File: config.mk
export PLATFORM = sky130hd
export DESIGN_NAME = rr_mux_arbiter_4_flat
export DESIGN_NICKNAME = d
export VERILOG_FILES = /design/src/rtl/rr_mux_arbiter_4_pkg.sv /design/src/rtl/rr_mux_arbiter_4_if.sv /design/src/rtl/rr_mux_arbiter_4_mux.sv /design/src/rtl/rr_mux_arbiter_4.sv /design/src/flat_wrapper.sv
export SDC_FILE = /design/constraint.sdc
export NUM_CORES = 1
export LEC_CHECK = 0
export CAP_MARGIN = 0
export CORE_MARGIN = 1
export CORE_UTILIZATION = 41
export CTS_CLUSTER_SIZE = 28
export DETAILED_ROUTE_END_ITERATION = 16
export HOLD_SLACK_MARGIN = 0.05
export PLACE_DENSITY_LB_ADDON = 0.3
export SYNTH_ARGS = -nofsm -noshare
export SYNTH_HDL_FRONTEND = slang
export SYNTH_SLANG_ARGS = --single-unit
File: constraint.sdc
create_clock -name clk -period 2.2 [get_ports clk]
set_input_delay 0.44 -clock clk [delete_from_list [all_inputs] [get_ports clk]]
set_output_delay 0.44 -clock clk [all_outputs]
set_load 0.05 [all_outputs]
File: src/rtl/rr_mux_arbiter_4_pkg.sv
// Shared types and helpers for the four-requester round-robin mux arbiter.
package rr_arb_pkg;

  localparam int unsigned NUM_REQ = 4;

  typedef enum logic {
    IDLE  = 1'b0,
    GRANT = 1'b1
  } state_t;

  typedef struct packed {
    logic       found;
    logic [1:0] idx;
  } pick_t;

  // First set bit of valid in the order ptr, ptr+1, ptr+2, ptr+3 (mod 4).
  function automatic pick_t rr_pick(input logic [3:0] valid, input logic [1:0] ptr);
    pick_t      p;
    logic [1:0] c;
    p = '0;
    for (int unsigned k = 0; k < NUM_REQ; k++) begin
      c = ptr + 2'(k);
      if (!p.found && valid[c]) begin
        p.found = 1'b1;
        p.idx   = c;
      end
    end
    return p;
  endfunction

endpackage

File: src/rtl/rr_mux_arbiter_4_if.sv
// Requester/sink bundle of the round-robin mux arbiter.
interface rr_mux_arbiter_4_if #(
  parameter int unsigned DATA_W = 8
);
  logic [3:0]          req_valid;
  logic [4*DATA_W-1:0] req_data;
  logic [3:0]          req_ready;
  logic                out_valid;
  logic [DATA_W-1:0]   out_data;
  logic                out_ready;
  logic [1:0]          sel;
  logic                busy;
  logic                timeout_pulse;

  // Arbiter side.
  modport master (
    input  req_valid, req_data, out_ready,
    output req_ready, out_valid, out_data, sel, busy, timeout_pulse
  );

  // Requesters and sink side.
  modport slave (
    output req_valid, req_data, out_ready,
    input  req_ready, out_valid, out_data, sel, busy, timeout_pulse
  );
endinterface

File: src/rtl/rr_mux_arbiter_4_mux.sv
// DATA_W-bit 4:1 mux built as one 2-level select per bit.
module mux_4_1_bus #(
  parameter int unsigned W = 8
) (
  input  logic [W-1:0] d0,
  input  logic [W-1:0] d1,
  input  logic [W-1:0] d2,
  input  logic [W-1:0] d3,
  input  logic [1:0]   sel,
  output logic [W-1:0] y
);
  for (genvar b = 0; b < W; b++) begin : g_bit
    assign y[b] = sel[1] ? (sel[0] ? d3[b] : d2[b])
                         : (sel[0] ? d1[b] : d0[b]);
  end
endmodule

File: src/rtl/rr_mux_arbiter_4.sv
// Round-robin arbiter over four valid/data requesters feeding a single registered output lane.
module rr_mux_arbiter_4
  import rr_arb_pkg::*;
#(
  parameter int unsigned DATA_W   = 8,
  parameter int unsigned HOLD_MAX = 15
) (
  input  logic                 clk,
  input  logic                 rst_n,
  rr_mux_arbiter_4_if.master   bus
);

  localparam int unsigned CW = (HOLD_MAX > 0) ? $clog2(HOLD_MAX + 1) : 1;

  state_t            state, state_next;
  logic [1:0]        ptr;
  logic [1:0]        sel_q;
  logic [DATA_W-1:0] data_q;
  logic [CW-1:0]     stall_q;
  logic              tp_q;

  pick_t             pick;
  logic [DATA_W-1:0] mux_y;
  logic              grant_now;
  logic              accept;
  logic              expire;

  assign pick      = rr_pick(bus.req_valid, ptr);
  assign grant_now = (state == IDLE) && pick.found;
  assign accept    = (state == GRANT) && bus.out_ready;
  // Expiry fires on the HOLD_MAX-th stalled cycle, so the pulse lands on the next one.
  assign expire    = (HOLD_MAX != 0) && (state == GRANT) && !bus.out_ready &&
                     ((32'(stall_q) + 32'd1) >= HOLD_MAX);

  mux_4_1_bus #(.W(DATA_W)) u_mux (
    .d0  (bus.req_data[0*DATA_W +: DATA_W]),
    .d1  (bus.req_data[1*DATA_W +: DATA_W]),
    .d2  (bus.req_data[2*DATA_W +: DATA_W]),
    .d3  (bus.req_data[3*DATA_W +: DATA_W]),
    .sel (pick.idx),
    .y   (mux_y)
  );

  always_ff @(posedge clk or negedge rst_n) begin
    if (!rst_n) state <= IDLE;
    else        state <= state_next;
  end

  always_comb begin
    state_next = state;
    unique case (state)
      IDLE:  if (pick.found)       state_next = GRANT;
      GRANT: if (accept || expire) state_next = IDLE;
      default:                     state_next = IDLE;
    endcase
  end

  always_ff @(posedge clk or negedge rst_n) begin
    if (!rst_n) begin
      ptr     <= '0;
      sel_q   <= '0;
      data_q  <= '0;
      stall_q <= '0;
      tp_q    <= 1'b0;
    end else begin
      tp_q <= expire;
      if (grant_now) begin
        sel_q   <= pick.idx;
        data_q  <= mux_y;
        stall_q <= '0;
      end else if (state == GRANT) begin
        if (accept || expire) begin
          ptr <= sel_q + 2'd1;
        end else if (stall_q != '1) begin
          stall_q <= stall_q + 1'b1;
        end
      end
    end
  end

  always_comb begin
    bus.out_valid     = (state == GRANT);
    bus.busy          = (state == GRANT);
    bus.sel           = sel_q;
    bus.out_data      = data_q;
    bus.timeout_pulse = tp_q;
    bus.req_ready     = '0;
    if (accept) bus.req_ready[sel_q] = 1'b1;
  end

endmodule
File: src/flat_wrapper.sv
// flat-port wrapper written by rule: the top's interface ports become plain ports
module rr_mux_arbiter_4_flat import rr_arb_pkg::*;
#(
  parameter int unsigned DATA_W   = 8,
  parameter int unsigned HOLD_MAX = 15
)
  (clk, rst_n, bus_req_valid, bus_req_data, bus_out_ready, bus_req_ready, bus_out_valid, bus_out_data, bus_sel, bus_busy, bus_timeout_pulse);
  rr_mux_arbiter_4_if #(.DATA_W(DATA_W)) bus_i ();
  input  logic clk;
  input  logic rst_n;
  input wire logic [$bits(bus_i.req_valid)-1:0] bus_req_valid;
  input wire logic [$bits(bus_i.req_data)-1:0] bus_req_data;
  input wire logic [$bits(bus_i.out_ready)-1:0] bus_out_ready;
  output wire logic [$bits(bus_i.req_ready)-1:0] bus_req_ready;
  output wire logic [$bits(bus_i.out_valid)-1:0] bus_out_valid;
  output wire logic [$bits(bus_i.out_data)-1:0] bus_out_data;
  output wire logic [$bits(bus_i.sel)-1:0] bus_sel;
  output wire logic [$bits(bus_i.busy)-1:0] bus_busy;
  output wire logic [$bits(bus_i.timeout_pulse)-1:0] bus_timeout_pulse;
  assign bus_i.req_valid = bus_req_valid;
  assign bus_i.req_data = bus_req_data;
  assign bus_i.out_ready = bus_out_ready;
  assign bus_req_ready = bus_i.req_ready;
  assign bus_out_valid = bus_i.out_valid;
  assign bus_out_data = bus_i.out_data;
  assign bus_sel = bus_i.sel;
  assign bus_busy = bus_i.busy;
  assign bus_timeout_pulse = bus_i.timeout_pulse;
  rr_mux_arbiter_4 #(.DATA_W(DATA_W), .HOLD_MAX(HOLD_MAX)) u_core (.clk(clk), .rst_n(rst_n), .bus(bus_i));
endmodule
==> results.yml <==
status:
  status: "completed"
min_path:
  min_path_type: "in2async"
drt:
  drtAntennaViolNets: 0
  first_pass_iters: 4
  wire_per_inst_um: 15.1
  drtIter0Drc: 24
  avgViaCountPerCell: 5.50
  drc: 0
  via_count: 1134
  routed_wl_um: 3110
sta:
  tns_ns: 0
  fmax_mhz: 471
  period_share: 0.966
  final_hold_viol_count: 0
  period_minus_slack_ns: 2.12
  holdWs_ns: 0.457
  fin_worst_skew_ns: 0.00779
  slew_headroom: 0.517
  tightest_slew_ns: 0.725
  slew_violations: 0
  setup_viol: 0
  rsz0062_at_grt: "no"
synth:
  synthTopCellsByCount: "dfrtp_1, mux2i_1, nand2_1"
  ys_seq_area_frac: 0.380
  syn_area_per_cell_um2: 10.3
  synthesis.area_um2: 1190
  syn_inst: 115
  synth.area.top_cells: "dfrtp_1, mux2i_1, ha_1"
  synthFlopType: "dfrtp_1"
  synth-seq-cells: 18
  syn-num-nets: 160
  yosysTopAreaCell: "dfrtp_1"
  yosysTopAreaCellShare: 0.380
  synthDistinctLibCells: 35
  ys_warn_count: 0
  synth_edf_count: 0
  async_flop_share: 1.00
clock_tree:
  cts_buffers: 3
  cts_hold_buf: 0
  cts_tree: "built"
  clk_latency_ns: 0.30
  post_cts_resized: 0
  clock_path_buffers: 2
  cts_root_buf: "clkbuf_4"
  post-cts-setup-buffer-count: 0
  htreeDepth: 1
  clock_sinks: 18
  cts.clk_slew.worst_paths_ns: 0.11
setup_path:
  worstSetupPathType: "reg2out"
  required_ns: 1.76
  slowest_delay_ns: 0.86
  crit_buf_inv: 1
  path_cells: "clkdlybuf4s50_1"
  crit_slowest_cell: "clkdlybuf4s50_1"
  critPathArrivalTime_ns: 1.68
  critPathCaptureType: "output port"
  critPathLaunchType: "register"
  crit_fanout: 11
  critical_path.top_delay_family: "buffers and inverters"
placement:
  place_congestion: 0.773
  dpl.hpwl_um: 2440
  numPortBuffers: 55
final_layout:
  n_fill_cell: 215
  seq_area_um2: 450
  layout-drive-gt1-share: 0.126
  multiInputGateArea_um2: 684
  nets: 221
  area_growth_pct: 56.2
  insertedDiodeCount: 0
floorplanning:
  die-area_um2: 3110
  ioPinCount: 56
  die_x_um: 55.8
  die_h_um: 55.8
  core_um2: 2760
  start_util: 0.430
  placementRows: 19
run:
  drv_cap: 0
global_route:
  grt_pass1_vias: 1121
  grt_pass1_wl_um: 4910
  track_usage: 0.204
  antenna_found_initial: 0
  grt_overflow: 0
  grt_max_degree: 19
power_and_ir_drop:
  power.density_nw_per_um2: 1230
  power.leakage_nw: 0.824
  ir_drop_mv: 0.865
  power_mw: 2.28
## layout by cell type (no fill, tap or decap), drive strengths merged
cell type	netlist	routed
clkdlybuf4s50	0	51
dfrtp	18	18
clkbuf	1	4
nand3b	1	1
inv	4	4
mux2i	18	18
a21boi	3	3
a21oi	4	4
o2111ai	1	1
a211o	1	1
ha	6	6
nor4b	1	1
nand2	14	14
a21o	2	2
and3	4	4
nor2b	3	3
or2	1	1
or3	1	1
o21ai	7	7
mux2	2	2
nor2	7	7
buf	3	9
o221ai	9	9
nand3	1	1
o22ai	1	1
o31ai	1	1
nand2b	1	1
## kinds of logic after synthesis
group	Yosys count	share of synthesized area
compound gates	29	0.192
fa+ha+maj	6	0.0633
buf+inv	8	0.0432
flops	18	0.380
mux	20	0.171
simple gates	34	0.151
## routing by layer
| layer | up-vias | wire length (um) | track usage |
|---|---|---|---|
| met4 | 0 | 30 | 0.0821 |
| met5 | - | 0 | 0 |
| li1 | 544 | - | - |
| met1 | 563 | 1280 | 0.240 |
| met3 | 4 | 109 | 0.0488 |
| met2 | 23 | 1690 | 0.355 |
## worst reg2reg max path, stage by stage (launching register included)
cell	delay [ns]
dfrtp_1	0.44
inv_1	0.06
ha_1	0.24
a21boi_0	0.14
o21ai_0	0.14
a21boi_0	0.15
o31ai_1	0.39
mux2_2	0.38
## power by group
part | switching [mW] | leakage [nW] | internal [mW] | total, mW
Clock | 0.110 | 0.0210 | 0.101 | 0.211
Sequential | 0.149 | 0.225 | 0.468 | 0.617
Combinational | 0.860 | 0.578 | 0.589 | 1.45
## worst paths after layout
check | start | end | slack (ns) | cells past startpoint
worst max-delay path | u_core.bus.busy | bus_out_valid | 0.08 | 1
worst min-delay path | rst_n | u_core.bus.out_data[4] | 0.46 | 2
worst max register to register | u_core.stall_q[0] | u_core.ptr[1] | 0.16 | 7
worst min register to register | u_core.bus.out_data[6] | u_core.bus.out_data[6] | 0.51 | 2
max in group asynchronous | rst_n | u_core.bus.timeout_pulse | 1.54 | 2
min in group clk | u_core.bus.out_data[6] | u_core.bus.out_data[6] | 0.51 | 2
## area by class of cell
| cell class | count | share of cell area |
|---|---|---|
| clock buffer | 4 | 0.0196 |
| tap | 31 | 0.0209 |
| inverter | 4 | 0.00810 |
| multi-input combinational | 89 | 0.369 |
| sequential | 18 | 0.243 |
| timing repair buffer | 60 | 0.339 |
## sequential cells by signal, indices dropped and copies added (netlist names)
name,cells
u_core.bus.busy,1
u_core.bus.out_data,8
u_core.bus.sel,2
u_core.bus.timeout_pulse,1
u_core.ptr,2
u_core.stall_q,4
## through the flow
| step | setup slack [ns] | area [um2] | utilization | cells |
|---|---|---|---|---|
| floorplan | 0.363 | 1190 | - | 115 |
| global placement | -0.102 | 1820 | 0.659 | 202 |
| detailed placement | -0.183 | 1820 | 0.659 | 202 |
| CTS | 0.0547 | 1850 | 0.672 | 206 |
| global route | 0.00592 | 1850 | 0.672 | 206 |
| finish | 0.0756 | 1850 | 0.672 | 206 |
Power figures use the tool's default switching activity.
